$ cat config.mk
export PLATFORM = sky130hd
export DESIGN_NAME = divu_x4y2_seq
export DESIGN_NICKNAME = d
export VERILOG_FILES = /design/src/rtl/divu_pkg.sv /design/src/rtl/divu_step.sv /design/src/rtl/divu_x4y2_seq.sv
export SDC_FILE = /design/constraint.sdc
export NUM_CORES = 1
export LEC_CHECK = 0
export CORE_MARGIN = 5
export CORE_UTILIZATION = 45
export CTS_BUF_LIST = sky130_fd_sc_hd__clkbuf_4 sky130_fd_sc_hd__clkbuf_8
export CTS_CLUSTER_SIZE = 25
export DETAILED_ROUTE_END_ITERATION = 7
export PLACE_DENSITY = 0.8
export SKIP_LAST_GASP = 1
export SLEW_MARGIN = 20
export SYNTH_ARGS = -nofsm -noshare
export SYNTH_HDL_FRONTEND = slang
export SYNTH_SLANG_ARGS = --single-unit
$ cat constraint.sdc
create_clock -name clk -period 3 [get_ports clk]
set_input_delay 0.45 -clock clk [delete_from_list [all_inputs] [get_ports clk]]
set_output_delay 0.45 -clock clk [all_outputs]
set_load 0.01 [all_outputs]
$ cat src/rtl/divu_pkg.sv
// Shared definitions for the sequential restoring divider.
// Holds the FSM encoding, default widths and ready polarity.
package divu_pkg;

    localparam int X_WIDTH_DEF = 4;
    localparam int Y_WIDTH_DEF = 2;
    localparam logic READY_TRUE = 1'b1;

    typedef enum logic [1:0] {
        IDLE = 2'd0,
        CALC = 2'd1,
        DONE = 2'd2
    } state_e;

endpackage

$ cat src/rtl/divu_step.sv
// One combinational restoring-division step.
// Shifts in the next dividend bit and conditionally subtracts the divisor.
module divu_step #(
    parameter int Y_WIDTH = 2
) (
    input  logic [Y_WIDTH:0]   rem_i,
    input  logic               bit_i,
    input  logic [Y_WIDTH-1:0] div_i,
    output logic [Y_WIDTH:0]   rem_o,
    output logic               q_o
);

    logic [Y_WIDTH:0]   shifted;
    logic [Y_WIDTH+1:0] trial;

    // A set top remainder bit means the shifted value already exceeds any divisor.
    always_comb begin
        shifted = {rem_i[Y_WIDTH-1:0], bit_i};
        trial   = {1'b0, shifted} - {2'b00, div_i};
        q_o     = rem_i[Y_WIDTH] | ~trial[Y_WIDTH+1];
        rem_o   = q_o ? trial[Y_WIDTH:0] : shifted;
    end

endmodule

$ cat src/rtl/divu_x4y2_seq.sv
// Sequential unsigned divider: one restoring step per cycle.
// Handshake via start/rdy, one-cycle valid pulse with registered results.
module divu_x4y2_seq
    import divu_pkg::*;
#(
    parameter int X_WIDTH = X_WIDTH_DEF,
    parameter int Y_WIDTH = Y_WIDTH_DEF
) (
    input  logic               clk,
    input  logic               rst,
    input  logic               start,
    input  logic [X_WIDTH-1:0] x,
    input  logic [Y_WIDTH-1:0] y,
    output logic [X_WIDTH-1:0] q,
    output logic [Y_WIDTH-1:0] r,
    output logic               dbz,
    output logic               rdy,
    output logic               valid
);

    localparam int CW = (X_WIDTH > 1) ? $clog2(X_WIDTH) : 1;
    localparam logic [CW-1:0] CNT_LAST = CW'(X_WIDTH - 1);

    state_e             state_q, state_d;
    logic [CW-1:0]      cnt_q, cnt_d;
    logic [X_WIDTH-1:0] quot_q, quot_d;
    logic [Y_WIDTH:0]   rem_q, rem_d;
    logic [Y_WIDTH-1:0] div_q, div_d;
    logic               dz_q, dz_d;
    logic [X_WIDTH-1:0] q_q, q_d;
    logic [Y_WIDTH-1:0] r_q, r_d;
    logic               dbz_q, dbz_d;

    logic [Y_WIDTH:0]   step_rem;
    logic               step_q;
    logic [X_WIDTH-1:0] quot_next;

    divu_step #(
        .Y_WIDTH(Y_WIDTH)
    ) u_step (
        .rem_i(rem_q),
        .bit_i(quot_q[X_WIDTH-1]),
        .div_i(div_q),
        .rem_o(step_rem),
        .q_o  (step_q)
    );

    assign quot_next = (quot_q << 1) | X_WIDTH'(step_q);

    always_comb begin
        state_d = state_q;
        cnt_d   = cnt_q;
        quot_d  = quot_q;
        rem_d   = rem_q;
        div_d   = div_q;
        dz_d    = dz_q;
        q_d     = q_q;
        r_d     = r_q;
        dbz_d   = dbz_q;
        unique case (state_q)
            IDLE, DONE: begin
                state_d = IDLE;
                if (start) begin
                    state_d = CALC;
                    quot_d  = x;
                    div_d   = y;
                    rem_d   = '0;
                    cnt_d   = CNT_LAST;
                    dz_d    = (y == '0);
                end
            end
            CALC: begin
                rem_d  = step_rem;
                quot_d = quot_next;
                cnt_d  = cnt_q - 1'b1;
                // Results are published only on the final step.
                if (cnt_q == '0) begin
                    state_d = DONE;
                    q_d     = dz_q ? '1 : quot_next;
                    r_d     = dz_q ? '0 : step_rem[Y_WIDTH-1:0];
                    dbz_d   = dz_q;
                end
            end
            default: state_d = IDLE;
        endcase
    end

    always_ff @(posedge clk) begin
        if (rst) begin
            state_q <= IDLE;
            cnt_q   <= '0;
            quot_q  <= '0;
            rem_q   <= '0;
            div_q   <= '0;
            dz_q    <= 1'b0;
            q_q     <= '0;
            r_q     <= '0;
            dbz_q   <= 1'b0;
        end else begin
            state_q <= state_d;
            cnt_q   <= cnt_d;
            quot_q  <= quot_d;
            rem_q   <= rem_d;
            div_q   <= div_d;
            dz_q    <= dz_d;
            q_q     <= q_d;
            r_q     <= r_d;
            dbz_q   <= dbz_d;
        end
    end

    assign rdy   = (state_q == CALC) ? ~READY_TRUE : READY_TRUE;
    assign valid = (state_q == DONE);
    assign q     = q_q;
    assign r     = r_q;
    assign dbz   = dbz_q;

endmodule

==> impl_metrics.py <==
metrics = {
    "worst_hold_path": {
        "hold_path_class": "register to register",
        "hold_depth": 2,
    },
    "die": {
        "die_w_um": 56.7,
        "dieArea_mm2": 0.00321,
        "num_io_pins": 18,
        "rows": 16,
        "dieHeight_um": 56.7,
        "design.core.area_mm2": 0.00202,
        "start_util_pct": 48.5,
    },
    "grt": {
        "grt_pass1_wl_mm": 3.69,
        "gr-total-overflow": 0,
        "grt_max_degree": 14,
        "grt_pass1_vias": 841,
        "track_usage_pct": 14.5,
        "antenna_found_initial": 0,
    },
    "logic_synthesis": {
        "synth-xor-area-share_pct": 0.894,
        "avgSynthCellArea_um2": 8.52,
        "synth.distinct_cells": 34,
        "yosys_warnings": 0,
        "synthesis.nets": 128,
        "synth_top_family_by_area": "simple AND/OR/NAND/NOR gates",
        "synth-compound-area-share_pct": 16.1,
        "synth_cells": 115,
        "synthMuxAreaShare_pct": 0,
        "syn-cell-area_um2": 980,
        "seq_area_frac_synth_pct": 42.9,
        "synthSimpleGateAreaFrac_pct": 27.7,
        "synthAdderAreaFrac_pct": 5.87,
        "synth-seq-cells": 21,
    },
    "worst_setup_path": {
        "crit_type": "register to output pin",
        "worst_path_largest_cell_delay_ns": 0.50,
        "crit_required_ns": 2.55,
        "path_max_fanout": 10,
        "critPathArrivalTime_ns": 1.59,
        "worstPathCellList": "nor2b_1 > inv_2 > clkdlybuf4s50_1",
        "cp-end-kind": "output pin",
        "rr_worst_depth": 5,
        "crit_path_start_kind": "register",
        "worst_path_max_delay_cell": "clkdlybuf4s50_1",
    },
    "routing": {
        "vias_per_cell": 5.68,
        "drt_first_iter_violations": 18,
        "route.met3.wl_um": 123,
        "antenna_left": 0,
        "top_layer": "met4",
        "met2_length_mm": 1.09,
        "wl_mm": 2.19,
        "num_vias": 892,
        "wl_per_cell_um": 13.9,
        "dr.pass1.iters": 4,
        "drt-met1-wl_um": 905,
        "drc_errors": 0,
    },
    "pwr": {
        "p_per_area_mw_per_mm2": 494,
        "ir_drop_v": 0.000321,
        "leakage_nw": 0.465,
    },
    "timing": {
        "fin_hold_ws_ns": 0.468,
        "setup_viol": 0,
        "hold_viol": 0,
        "maxSlewViolCount": 0,
        "worstMarginPinSlew_ns": 0.575,
        "slew_headroom_pct": 61.6,
        "rsz0062_at_grt": "false",
        "clock_skew_ns": 0.0101,
        "layout_min_cycle_time_ns": 2.04,
        "timing.fmax_mhz": 491,
        "tns_ns": 0,
        "fin_crit_sh_pct": 67.9,
    },
    "cts": {
        "postCtsSetupRepairBufs": 0,
        "clock-sinks": 21,
        "htree_levels": 1,
        "cts-root-buf": "clkbuf_4",
        "insertion_delay_ns": 0.32,
        "cts_resized": 0,
        "path_clk_slew_ns": 0.12,
        "clockBufferDepth": 2,
        "cts_tree": "yes",
        "cts_made_buffers": 3,
        "postCtsHoldBufs": 0,
    },
    "outcome": {
        "status": "completed",
    },
    "placement": {
        "place.gp.congestion": 0.820,
        "numPortBuffers": 17,
        "post-dp-hpwl_mm": 1.64,
    },
    "layout": {
        "layout.nets": 144,
        "antenna_cells": 0,
        "syn_to_final_growth_pct": 21.7,
        "drive_gt1_share_pct": 9.23,
        "post-route-util_pct": 59.0,
    },
    "job": {
        "drv_cap": 0,
    },
}
[cell type report]
cell class	count	area, um^2
inverter	6	22.5
tap	27	33.8
multi-input combinational	79	495
timing repair buffer	20	193
fill	191	830
clock inverter	1	5.00
sequential	21	420
clock buffer	3	22.5
[power breakdown]
group | internal [mW] | switching [mW]
clock network | 0.0500 | 0.0894
logic | 0.0631 | 0.0698
registers | 0.300 | 0.0161
[routing by layer]
layer  up-vias  track usage, %
met5         -               0
met4         0            6.78
met3         9            5.50
met2        27            22.9
met1       424            17.2
li1        432               -
[state kept, by name, indices dropped and copies added (netlist names)]
| signal | count |
|---|---|
| quot_q | 4 |
| rem_q | 3 |
| r | 2 |
| cnt_q | 2 |
| dz_q | 1 |
| state_q | 2 |
| dbz | 1 |
| q | 4 |
| div_q | 2 |
[cell usage in the layout, fill, tap and decap left out, drive strengths merged, types with 3 or more instances in the layout]
master         instances
clkdlybuf4s50         17
clkbuf                 3
nor2b                  4
nand2                 14
ha                     3
a21oi                  5
dfxtp                 21
buf                    3
or3                    3
nor3                  11
nor2                  11
a311oi                 3
inv                    6
[cells in the mapped netlist]
library cell / number / area share [%]
o211a_1: 1 / 1.0
nor3_1: 11 / 5.6
inv_2: 1 / 0.38
a211o_1: 1 / 0.89
a311oi_1: 3 / 2.7
o21a_1: 1 / 0.77
clkbuf_1: 8 / 3.1
fa_1: 1 / 2.0
ha_1: 3 / 3.8
nand3_1: 2 / 1.0
nor4_1: 2 / 1.3
dfxtp_1: 21 / 43
a31oi_1: 1 / 0.64
xnor2_1: 1 / 0.89
a211o_2: 1 / 1.0
a21oi_1: 5 / 2.6
a211oi_1: 2 / 1.5
and4bb_2: 1 / 1.3
or3_1: 2 / 1.3
a32o_1: 2 / 2.0
o21ai_0: 2 / 1.0
o211ai_1: 1 / 0.77
nor3b_1: 1 / 0.77
nand2b_1: 1 / 0.64
and3b_1: 1 / 0.89
or3b_2: 1 / 0.89
nand3b_1: 1 / 0.77
inv_1: 5 / 1.9
nor2b_1: 4 / 2.6
o2111a_1: 1 / 1.1
nor2_1: 11 / 4.2
or3_4: 1 / 1.1
buf_6: 1 / 1.1
nand2_1: 14 / 5.4
[stage by stage]
stage               instance area, um^2  std cells  power (mW)  setup slack [ns]
CTS                                1190        157       0.595             0.948
floorplan                           980        115       0.408              1.36
detailed placement                 1160        153       0.455             0.981
finish                             1190        157       0.589             0.963
global placement                   1160        153       0.448              1.01
global route                       1190        157       0.621             0.854
[worst max-delay path: cells and delay by family (launching register included)]
family,cells,cell delay [ns]
buffers and inverters,2,0.63
DFF,1,0.43
and+or+nand+nor,1,0.22
[worst paths after layout]
kind | from | endpoint | slack [ns]
max reg2reg | div_q[1] | rem_q[1] | 1.12
min reg2reg | dbz | dbz | 0.47
max | state_q[0] | rdy | 0.96
min | dbz | dbz | 0.47
[logic make-up after synthesis]
| logic type | count (synthesis) |
|---|---|
| fa+ha+maj | 4 |
| buf+inv | 15 |
| compound gates | 21 |
| xor+xnor | 1 |
| flops | 21 |
| simple gates | 53 |
Power figures use the tool's default switching activity.
